==> src/rtl/freqmeter_mc_if.sv <==
// Bus bundle for the multi-channel gated frequency meter (freqmeter_mc).
// master drives measurement controls and inputs; slave is the meter itself.
interface freqmeter_mc_if #(
  parameter int N_CH   = 2,
  parameter int CNT_W  = 16,
  parameter int GATE_W = 10,
  parameter int SEL_W  = 1
);
  logic                    ce_1ms;
  logic [GATE_W-1:0]       gate_ms;
  logic [N_CH-1:0]         sig_in;
  logic                    hold;
  logic [SEL_W-1:0]        ch_sel;
  logic [CNT_W-1:0]        dat;
  logic                    ovf_sel;
  logic [N_CH*CNT_W-1:0]   dat_all;
  logic [N_CH-1:0]         ovf;
  logic                    vld;
  logic                    busy;

  modport master (
    output ce_1ms, gate_ms, sig_in, hold, ch_sel,
    input  dat, ovf_sel, dat_all, ovf, vld, busy
  );
  modport slave (
    input  ce_1ms, gate_ms, sig_in, hold, ch_sel,
    output dat, ovf_sel, dat_all, ovf, vld, busy
  );
endinterface

==> src/rtl/freqmeter_mc.sv <==
// Multi-channel gated frequency meter: back-to-back gates of gate_ms ce_1ms ticks.
// Build option FREQMETER_SATURATE_EN: counters stick at all-ones instead of wrapping.

module freqmeter_mc_lane #(
  parameter int CNT_W = 16
) (
  input  logic             clk,
  input  logic             rst,
  input  logic             sig,
  input  logic             clr,
  input  logic             start,
  input  logic             pub,
  output logic [CNT_W-1:0] res,
  output logic             ovf
);
  logic [2:0]       sync_q, sync_d;
  logic [CNT_W-1:0] cnt_q, cnt_d, res_q, res_d;
  logic             acc_q, acc_d, ovf_q, ovf_d;
  logic             edge_w;

  assign edge_w = sync_q[1] & ~sync_q[2];

  always_comb begin
    sync_d = {sync_q[1:0], sig};
    cnt_d  = cnt_q;
    acc_d  = acc_q;
    res_d  = res_q;
    ovf_d  = ovf_q;
    if (pub) begin
      res_d = cnt_q;
      ovf_d = acc_q;
    end
    // An edge on the window boundary opens the new window's count.
    if (clr) begin
      cnt_d = '0;
      acc_d = 1'b0;
    end else if (start) begin
      cnt_d = CNT_W'(edge_w);
      acc_d = 1'b0;
    end else if (edge_w) begin
      if (&cnt_q) acc_d = 1'b1;
`ifdef FREQMETER_SATURATE_EN
      if (!(&cnt_q)) cnt_d = cnt_q + 1'b1;
`else
      cnt_d = cnt_q + 1'b1;
`endif
    end
  end

  always_ff @(posedge clk or posedge rst) begin
    if (rst) begin
      sync_q <= '0;
      cnt_q  <= '0;
      acc_q  <= 1'b0;
      res_q  <= '0;
      ovf_q  <= 1'b0;
    end else begin
      sync_q <= sync_d;
      cnt_q  <= cnt_d;
      acc_q  <= acc_d;
      res_q  <= res_d;
      ovf_q  <= ovf_d;
    end
  end

  assign res = res_q;
  assign ovf = ovf_q;
endmodule

module freqmeter_mc #(
  parameter int N_CH   = 2,
  parameter int CNT_W  = 16,
  parameter int GATE_W = 10,
  parameter int SEL_W  = 1
) (
  input  logic           clk,
  input  logic           rst,
  freqmeter_mc_if.slave  bus
);
  typedef enum logic {ARM, GATE} state_t;

  state_t                      state_q, state_d;
  logic [GATE_W-1:0]           ms_q, ms_d, gate_len;
  logic                        vld_q, vld_d;
  logic                        clr, start, term, pub;
  logic [N_CH-1:0]             sig_w, ovf_w;
  logic [N_CH-1:0][CNT_W-1:0]  res;
  logic [CNT_W-1:0]            dat_w;
  logic                        ovf_sel_w;

  assign gate_len = (bus.gate_ms == '0) ? GATE_W'(1) : bus.gate_ms;

  always_comb begin
    state_d = state_q;
    ms_d    = ms_q;
    clr     = 1'b0;
    start   = 1'b0;
    term    = 1'b0;
    case (state_q)
      ARM: begin
        clr = ~bus.ce_1ms;
        if (bus.ce_1ms) begin
          start   = 1'b1;
          ms_d    = gate_len;
          state_d = GATE;
        end
      end
      default: begin
        if (bus.ce_1ms) begin
          if (ms_q == GATE_W'(1)) begin
            term  = 1'b1;
            start = 1'b1;
            ms_d  = gate_len;
          end else begin
            ms_d = ms_q - 1'b1;
          end
        end
      end
    endcase
    pub   = term & ~bus.hold;
    vld_d = pub;
  end

  always_ff @(posedge clk or posedge rst) begin
    if (rst) begin
      state_q <= ARM;
      ms_q    <= '0;
      vld_q   <= 1'b0;
    end else begin
      state_q <= state_d;
      ms_q    <= ms_d;
      vld_q   <= vld_d;
    end
  end

  assign sig_w = bus.sig_in;

  freqmeter_mc_lane #(.CNT_W(CNT_W)) u_lane [N_CH-1:0] (
    .clk   (clk),
    .rst   (rst),
    .sig   (sig_w),
    .clr   (clr),
    .start (start),
    .pub   (pub),
    .res   (res),
    .ovf   (ovf_w)
  );

  // Out-of-range selects fall through to zero.
  always_comb begin
    dat_w     = '0;
    ovf_sel_w = 1'b0;
    for (int k = 0; k < N_CH; k++) begin
      if (bus.ch_sel == SEL_W'(k)) begin
        dat_w     = res[k];
        ovf_sel_w = ovf_w[k];
      end
    end
  end

  assign bus.dat     = dat_w;
  assign bus.ovf_sel = ovf_sel_w;
  assign bus.dat_all = res;
  assign bus.ovf     = ovf_w;
  assign bus.vld     = vld_q;
  assign bus.busy    = (state_q == GATE);
endmodule

==> src/flat_wrapper.sv <==
// flat-port wrapper written by rule: the top's interface ports become plain ports
module freqmeter_mc_flat 
#(
  parameter int N_CH   = 2,
  parameter int CNT_W  = 16,
  parameter int GATE_W = 10,
  parameter int SEL_W  = 1
)
  (clk, rst, bus_ce_1ms, bus_gate_ms, bus_sig_in, bus_hold, bus_ch_sel, bus_dat, bus_ovf_sel, bus_dat_all, bus_ovf, bus_vld, bus_busy);
  freqmeter_mc_if #(.N_CH(N_CH), .CNT_W(CNT_W), .GATE_W(GATE_W), .SEL_W(SEL_W)) bus_i ();
  input  logic clk;
  input  logic rst;
  input wire logic [$bits(bus_i.ce_1ms)-1:0] bus_ce_1ms;
  input wire logic [$bits(bus_i.gate_ms)-1:0] bus_gate_ms;
  input wire logic [$bits(bus_i.sig_in)-1:0] bus_sig_in;
  input wire logic [$bits(bus_i.hold)-1:0] bus_hold;
  input wire logic [$bits(bus_i.ch_sel)-1:0] bus_ch_sel;
  output wire logic [$bits(bus_i.dat)-1:0] bus_dat;
  output wire logic [$bits(bus_i.ovf_sel)-1:0] bus_ovf_sel;
  output wire logic [$bits(bus_i.dat_all)-1:0] bus_dat_all;
  output wire logic [$bits(bus_i.ovf)-1:0] bus_ovf;
  output wire logic [$bits(bus_i.vld)-1:0] bus_vld;
  output wire logic [$bits(bus_i.busy)-1:0] bus_busy;
  assign bus_i.ce_1ms = bus_ce_1ms;
  assign bus_i.gate_ms = bus_gate_ms;
  assign bus_i.sig_in = bus_sig_in;
  assign bus_i.hold = bus_hold;
  assign bus_i.ch_sel = bus_ch_sel;
  assign bus_dat = bus_i.dat;
  assign bus_ovf_sel = bus_i.ovf_sel;
  assign bus_dat_all = bus_i.dat_all;
  assign bus_ovf = bus_i.ovf;
  assign bus_vld = bus_i.vld;
  assign bus_busy = bus_i.busy;
  freqmeter_mc #(.N_CH(N_CH), .CNT_W(CNT_W), .GATE_W(GATE_W), .SEL_W(SEL_W)) u_core (.clk(clk), .rst(rst), .bus(bus_i));
endmodule
==> config.mk <==
export PLATFORM = sky130hd
export DESIGN_NAME = freqmeter_mc_flat
export DESIGN_NICKNAME = d
export VERILOG_FILES = /design/src/rtl/freqmeter_mc_if.sv /design/src/rtl/freqmeter_mc.sv /design/src/flat_wrapper.sv
export SDC_FILE = /design/constraint.sdc
export NUM_CORES = 1
export LEC_CHECK = 0
export ABC_AREA = 1
export CELL_PAD_IN_SITES_DETAIL_PLACEMENT = 0
export CELL_PAD_IN_SITES_GLOBAL_PLACEMENT = 1
export CORE_ASPECT_RATIO = 1.25
export CORE_MARGIN = 2
export CORE_UTILIZATION = 37
export CTS_BUF_LIST = sky130_fd_sc_hd__clkbuf_8
export DETAILED_ROUTE_END_ITERATION = 12
export PLACE_DENSITY = 0.77
export RECOVER_POWER = 25
export SETUP_SLACK_MARGIN = 0.3
export SYNTH_ARGS = -nofsm -noshare
export SYNTH_HDL_FRONTEND = slang
export SYNTH_SLANG_ARGS = --single-unit
==> constraint.sdc <==
create_clock -name clk -period 2.8 [get_ports clk]
set_clock_uncertainty 0.15 [all_clocks]
set_input_delay 0.42 -clock clk [delete_from_list [all_inputs] [get_ports clk]]
set_output_delay 0.42 -clock clk [all_outputs]
set_load 0.02 [all_outputs]
### Word-level counts from Yosys, hierarchy flattened

Index checks and enable logic that the tools add are counted.

| storage, ports and cells | value |
|---|---|
| register bits after elaboration | 86 |
| bits of input ports | 17 |
| output and inout port bits | 53 |
| logic and storage cells | 61 |

| operators by class | value |
|---|---|
| $add $sub $neg | 3 |
| eq/ne operators | 1 |
| muxes and demuxes | 28 |
| bitwise operators | 7 |
| reductions and logical operators | 9 |

Operators by type and width:

| operator | count |
|---|---|
| $mux W16 | 7 |
| $mux W10 | 5 |
| $add A16 B1 Y16 const B | 2 |
| $reduce_and A16 Y1 | 2 |
| $mux W1 | 16 |
| $reduce_bool A3 Y1 | 4 |
| $eq A10 B1 Y1 const B | 1 |
| $logic_not A10 Y1 | 1 |
| $sub A10 B1 Y10 const B | 1 |
| $not A1 Y1 | 4 |
| $reduce_and A2 Y1 | 2 |
| $and A1 B1 Y1 | 3 |

### Logic depth before layout (Yosys ltp)

Gate-level depths: netlist of run 1.

| logic depth | value |
|---|---|
| word-level depth | 6 |
| mapped depth | 10 |
| mapped depth without buffers | 10 |

### Hierarchy

A second synthesis of run 1 with hierarchy kept.

| unflattened totals | value |
|---|---|
| cell total of the unflattened synthesis | 529 |
| area total of the unflattened synthesis | 4489.3 µm² |

By module, submodules not included:

| module | times used | cells each | area each (µm²) | seq. area each (µm²) |
|---|---|---|---|---|
| freqmeter_mc_lane | 2 | 192 | 1697.9 | 925.9 |
| freqmeter_mc | 1 | 145 | 1093.5 | 300.3 |

### Worst setup path after synthesis of run 1

No wires, ideal clock.

| path | value |
|---|---|
| kind | input -> output |
| from | input bus_ch_sel |
| to | output bus_dat[7] |
| data arrival time | 1.147 ns |
| data required time | 2.230 ns |
| path slack | 1.083 ns |
| cell stages on the path | 2 |
| path buffers | 1 |
| path through | clkbuf_1 > o21ai_0 |

| on the way | value |
|---|---|
| longest elaborated chain between the ends | 1 |

RTL lines:

| element | line | source |
|---|---|---|
| start, declared | flat_wrapper.sv:17 | `input wire logic [$bits(bus_i.ch_sel)-1:0] bus_ch_sel;` |
| $mux W16 | freqmeter_mc.sv:154 | `if (bus.ch_sel == SEL_W'(k)) begin` |
| end, declared | flat_wrapper.sv:18 | `output wire logic [$bits(bus_i.dat)-1:0] bus_dat;` |

Every way passes these cells.

### Worst setup path after layout of run 1

| path | value |
|---|---|
| from | input bus_ch_sel |
| to | output bus_dat[3] |

Same word-level chain as after synthesis.

==> impl_metrics.toml, run 1 <==
[layout]
n_antenna_cell = 0
final_common_cell = "nand2_1"
nNetsFinal = 622
most-common-layout-cells = "127 x nand2_1, 86 x dfrtp_1, 67 x inv_1"
final_cell_area_um2 = 5320
drive_gt1_share_pct = 7.76
fin_util_pct = 47.8
area_growth_syn_to_layout_pct = 25.0

[drt]
drcViolationCount = 0
drt_iter0_drc = 166
wirelength_um = 10500
vias = 3680
ant_nets = 0
drt_pass1_iterations = 4
routedWlPerCell_um = 14.2
avgViaCountPerCell = 4.97

[min_path]
min_path_type = "reg2reg"

[clock_network]
cts-buffers-inserted = 9
holdBufCountCts = 0
cts.sinks = 86
clk_latency_ns = 0.36
clkTransAtPathRegs_ns = 0.09
cts-root-buf = "clkbuf_8"
cts_tree = "done"
htreeDepth = 3
clock_path_buffers = 2

[yosys]
synth.avg_cell_area_um2 = 8.05
syn_inst = 529
yosysSeqAreaShare_pct = 50.5
ys_ff_latch = 86
syn_nets = 550
synth_ff_type = "dfrtp_1"
ys_top_cells_by_area = "dfrtp_1 51%, nand2_1 11%, inv_1 6.0%"
yosys.cell_types.count = 32
synth_top_area_share_pct = 50.5
synth-edff-count = 0
synth_area_leader_cell = "dfrtp_1"
synth_warnings = 0
asyncSetResetFlopFracSynth_pct = 100
synth_area_um2 = 4260

[global_route]
grtUsageMet1_pct = 23.7
antenna_found_initial = 0
grt_pass1_wl_um = 17700
grt_max_degree = 53
use_met3_pct = 3.42
overflow = 0
grt_use_total_pct = 18.4
first_global_vias = 3610
use_met2_pct = 31.3
grt_busiest_layer = "met2"

[die]
io_pins = 70
dieArea_um2 = 12400
start_util_pct = 38.2
rows = 43
fp.dieW_um = 100
die_height_um = 124
core-area_um2 = 11100

[setup_path]
crit_path_start_kind = "input port"
cp-end-kind = "output pin"
crit_chain = "clkdlybuf4s50_1 -> buf_12 -> mux2_2 -> dlygate4sd2_1"
path_buf_inv = 3
crit_family = "buffers and inverters"
arrival_ns = 1.79
cp_slowest_cell = "clkdlybuf4s50_1"
max_stage_delay_ns = 0.51
crit_fanout = 23
required_ns = 2.23
crit_type = "in2out"

[timing]
fmax_ghz = 0.423
drv_slew = 0
rsz0062_at_grt = "false"
fin_tns_setup_ns = 0
setup_violations = 0
period_share_pct = 84.4
max-slew-margin-rel_pct = 19.2
finalHoldViolCount = 0
finalWorstPathRequiredPeriod_ns = 2.36
tightest_slew_ns = 1.20

[pwr]
p_per_area_nw_per_um2 = 675
pwr-share-seq_pct = 45.4
swShare_pct = 35.2
p_clk_share_pct = 25.0
p_sw_mw = 1.26
p_leak_nw = 2.58
p_comb_share_pct = 29.6
p_int_mw = 2.33
ir_drop_mv = 0.478

[job]
maxCapViolations = 0

[placed_design]
dp_hpwl_um = 7820
place_congestion = 0.803
place_area_um2 = 5110
port_buffers = 69

[run_status]
status = "finished clean"
path summary, 6_finish.rpt:
path / start / endpoint / slack [ns] / depth (start not counted)
worst min-delay path: u_core.u_lane[0].sync_q[0] / u_core.u_lane[0].sync_q[1] / 0.21 / 0
worst max-delay path: bus_ch_sel / bus_dat[3] / 0.44 / 4
max in group asynchronous: rst / u_core.u_lane[0].cnt_q[0] / 1.06 / 3
worst max register to register: u_core.ms_q[1] / u_core.u_lane[0].cnt_q[7] / 0.88 / 9
worst min register to register: u_core.u_lane[0].sync_q[0] / u_core.u_lane[0].sync_q[1] / 0.21 / 0
min in group asynchronous: rst / u_core.u_lane[1].res[15] / 0.60 / 2
power groups by stage:
stage / sequential [mW] / combinational (mW) / clock (mW)
4_1_cts: 1.63 / 1.08 / 0.918
6_report: 1.63 / 1.06 / 0.898
3_5_place_dp: 1.65 / 1.10 / 0
2_1_floorplan: 1.70 / 0.610 / 0
5_1_grt: 1.67 / 1.21 / 0.983
3_3_place_gp: 1.65 / 1.08 / 0
cell usage after synthesis, types with 2 or more instances:
master,count
nor3_1,16
nand2_2,3
o21ai_1,24
o21ai_0,37
buf_2,8
mux2_2,11
buf_4,5
nor2_4,2
nand4_1,9
nand2_1,127
nor2_1,59
nor3b_1,2
inv_1,68
ha_1,4
xor2_1,6
a21oi_1,17
a31oi_1,2
nand3_1,27
clkbuf_1,3
nand3b_1,2
dfrtp_1,86
routing by layer:
metal  wire length [um]  vias to the layer above
li1                   -                     1836
met1               4750                     1724
met2               5050                      106
met3                558                       14
met4                181                        0
met5                  0                        -
cells by family after synthesis:
kind of cell    count (synthesis)  synth area share (%)
fa+ha+maj                       4                  1.18
buf+inv                        87                  8.52
xor+xnor                        7                  1.44
compound gates                 82                  9.78
flops                          86                  50.5
mux                            11                  2.91
simple gates                  252                  25.6
cell type report:
class                   count  area [um^2]
multi-input cells         356         1740
repair buffers             78          785
well taps                 135          169
inverters                  70          264
clock buffers              10          138
flip-flops and latches     86         2150
fillers                  1117         5810
clock inverters             6         71.3
through the flow:
step	cells	hold WS (ns)	power [mW]	setup slack (ns)
global route	741	0.225	3.86	0.413
CTS	741	0.211	3.63	0.309
floorplan	529	0.181	2.31	1.08
global placement	725	0.185	2.73	0.224
detailed placement	725	0.189	2.75	0.224
finish	741	0.206	3.59	0.437
what timing repair did:
action	CTS	global route
buffers inserted	0	0
setup endpoints to repair	11	6
gates resized for setup	11	6
cloned	0	0
flip-flops by register name, summed over array words and instances, names as in the netlist:
signal and cells:
u_core.bus.busy 1, u_core.bus.vld 1, u_core.ms_q 10, u_core.u_lane.acc_q 2
u_core.u_lane.cnt_q 32, u_core.u_lane.ovf 2, u_core.u_lane.res 32, u_core.u_lane.sync_q 6
No activity file was read; power rests on OpenSTA's default activity.
==> run 2, diff against run 1 <==
CORE_UTILIZATION = 41   (was 37)
PLACE_DENSITY = 0.8   (was 0.77)
clock period = 2.3 ns   (was 2.8 ns; I/O delays follow)
==> run 2 against run 1 <==
Global-route usage up 1.9 points. Sequential cell count unchanged. First-iteration DRC count fell by 2.4%. Die area down 9.4%.
==> impl_metrics.toml, run 2 (synthesis gave the netlist of run 1 again) <==
[placed_design]
dp.cells = 720
place_area_um2 = 5130
port_buffers = 69
dp_hpwl_um = 7890
dp_slack_ns = -0.121
place_congestion = 0.850

[global_route]
first_global_vias = 3529
overflow = 0
grt_use_total_pct = 20.3
grt_pass1_wl_um = 17700
grt_max_degree = 53
antenna_found_initial = 0

[layout]
final_common_cell = "nand2_1"
n_antenna_cell = 0
fillCellCount = 969
nNetsFinal = 626
most-common-layout-cells = "127 x nand2_1, 86 x dfrtp_1, 68 x inv_1"
final_cell_area_um2 = 5360
multi_input_area_um2 = 1740
drive_gt1_share_pct = 8.06
area_growth_syn_to_layout_pct = 25.7
final-seq-area_um2 = 2150
layoutNonFillerInstCount = 737

[setup_path]
crit_type = "in2out"
arrival_ns = 1.47
crit_path_start_kind = "input port"
rrSetupSlack_ns = 0.45
max_stage_delay_ns = 0.32
cp_slowest_cell = "mux2_2"
path_buf_inv = 3
crit_family = "buffers and inverters"
crit_chain = "dlygate4sd2_1 -> bufbuf_16 -> mux2_2 -> clkdlybuf4s15_2"
required_ns = 1.80
cp-end-kind = "output pin"
crit_fanout = 11

[timing]
finalWorstPathRequiredPeriod_ns = 1.96
max-slew-margin-rel_pct = 47.9
fmax_ghz = 0.510
finalHoldViolCount = 0
worst_hold_slack_ns = 0.205
setup_ws_ns = 0.339
rsz0062_at_grt = "false"
period_share_pct = 85.2
drv_slew = 0
fin_tns_setup_ns = 0
tightest_slew_ns = 0.782
setup_violations = 0

[run_status]
status = "finished clean"

[die]
fp.dieW_um = 95.2
dieArea_um2 = 11200
core-area_um2 = 10100
die_height_um = 118
rows = 41
io_pins = 70
start_util_pct = 42.1

[drt]
drt_iter0_drc = 162
vias = 3689
drt_pass1_iterations = 5
wirelength_um = 10600
ant_nets = 0
drcViolationCount = 0
avgViaCountPerCell = 5.01
routedWlPerCell_um = 14.3

[clock_network]
cts-buffers-inserted = 9
cts_tree = "done"
cts.sinks = 86
clk_latency_ns = 0.36
clock_path_buffers = 2
clkTransAtPathRegs_ns = 0.08
htreeDepth = 3
cts-root-buf = "clkbuf_8"

[pwr]
p_int_mw = 2.84
p_leak_nw = 2.57
pwr-share-seq_pct = 45.9
p_sw_mw = 1.51
ir_drop_mv = 0.479
p_per_area_nw_per_um2 = 813
swShare_pct = 34.7
p_clk_share_pct = 24.0
p_comb_share_pct = 30.1

[job]
maxCapViolations = 0

[min_path]
min_path_type = "reg2reg"
==> run 2: cell types whose count changed in the layout (fill, tap and decap cells not counted), moves of 2 or more <==
cell	previous run	this run
clkdlybuf4s50_1	49	47
dlymetal6s2s_1	6	0
dlygate4sd2_1	11	17
clkinv_4	3	0
buf_12	2	4
clkdlybuf4s15_2	0	2
==> run 2: through the flow <==
stage	utilization [%]	power, mW
global route	53.0	4.64
detailed placement	50.7	3.36
floorplan	-	2.81
finish	53.0	4.35
CTS	52.7	4.39
global placement	50.7	3.34
==> run 2: layout make-up <==
class                           instances  area share (%)
Clock buffer                           11            2.83
Clock inverter                          3           0.701
Inverter                               70            5.00
Multi-Input combinational cell        356            32.6
Sequential cell                        86            40.2
Tap cell                              129            3.01
Timing Repair Buffer                   82            15.7
==> run 2: per-layer routing <==
metal	wire [um]	global-route usage (%)	part of all wire (%)	vias up
li1	-	-	-	1843
met1	4710	27.1	45	1737
met4	174	7.43	1.6	0
met3	489	3.84	4.6	11
met2	5200	32.7	49	98
met5	0	0	0	-
==> run 2: worst paths after layout <==
path                                             from                          to  cells after the start
max                                        bus_ch_sel                  bus_dat[6]                      4
min                        u_core.u_lane[1].sync_q[0]  u_core.u_lane[1].sync_q[1]                      0
max reg2reg                            u_core.ms_q[5]   u_core.u_lane[0].cnt_q[0]                      9
min reg2reg                u_core.u_lane[1].sync_q[0]  u_core.u_lane[1].sync_q[1]                      0
max in group asynchronous                         rst  u_core.u_lane[1].cnt_q[15]                      3
min in group asynchronous                         rst    u_core.u_lane[1].res[12]                      2
==> run 2: power by group through the flow <==
stage               Clock (mW)  Combinational [mW]  Sequential, mW
global route              1.14                1.47            2.03
finish                    1.05                1.31            2.00
detailed placement           0                1.34            2.02
CTS                       1.07                1.32            1.99
global placement             0                1.33            2.01
floorplan                    0               0.743            2.07
==> run 2: repair_timing <==
item,in CTS,in global routing
setup endpoints to repair,18,11
gates cloned,1,0
pin swaps,0,0
hold buffers,0,0
resized for setup,23,1
buffers inserted,0,2
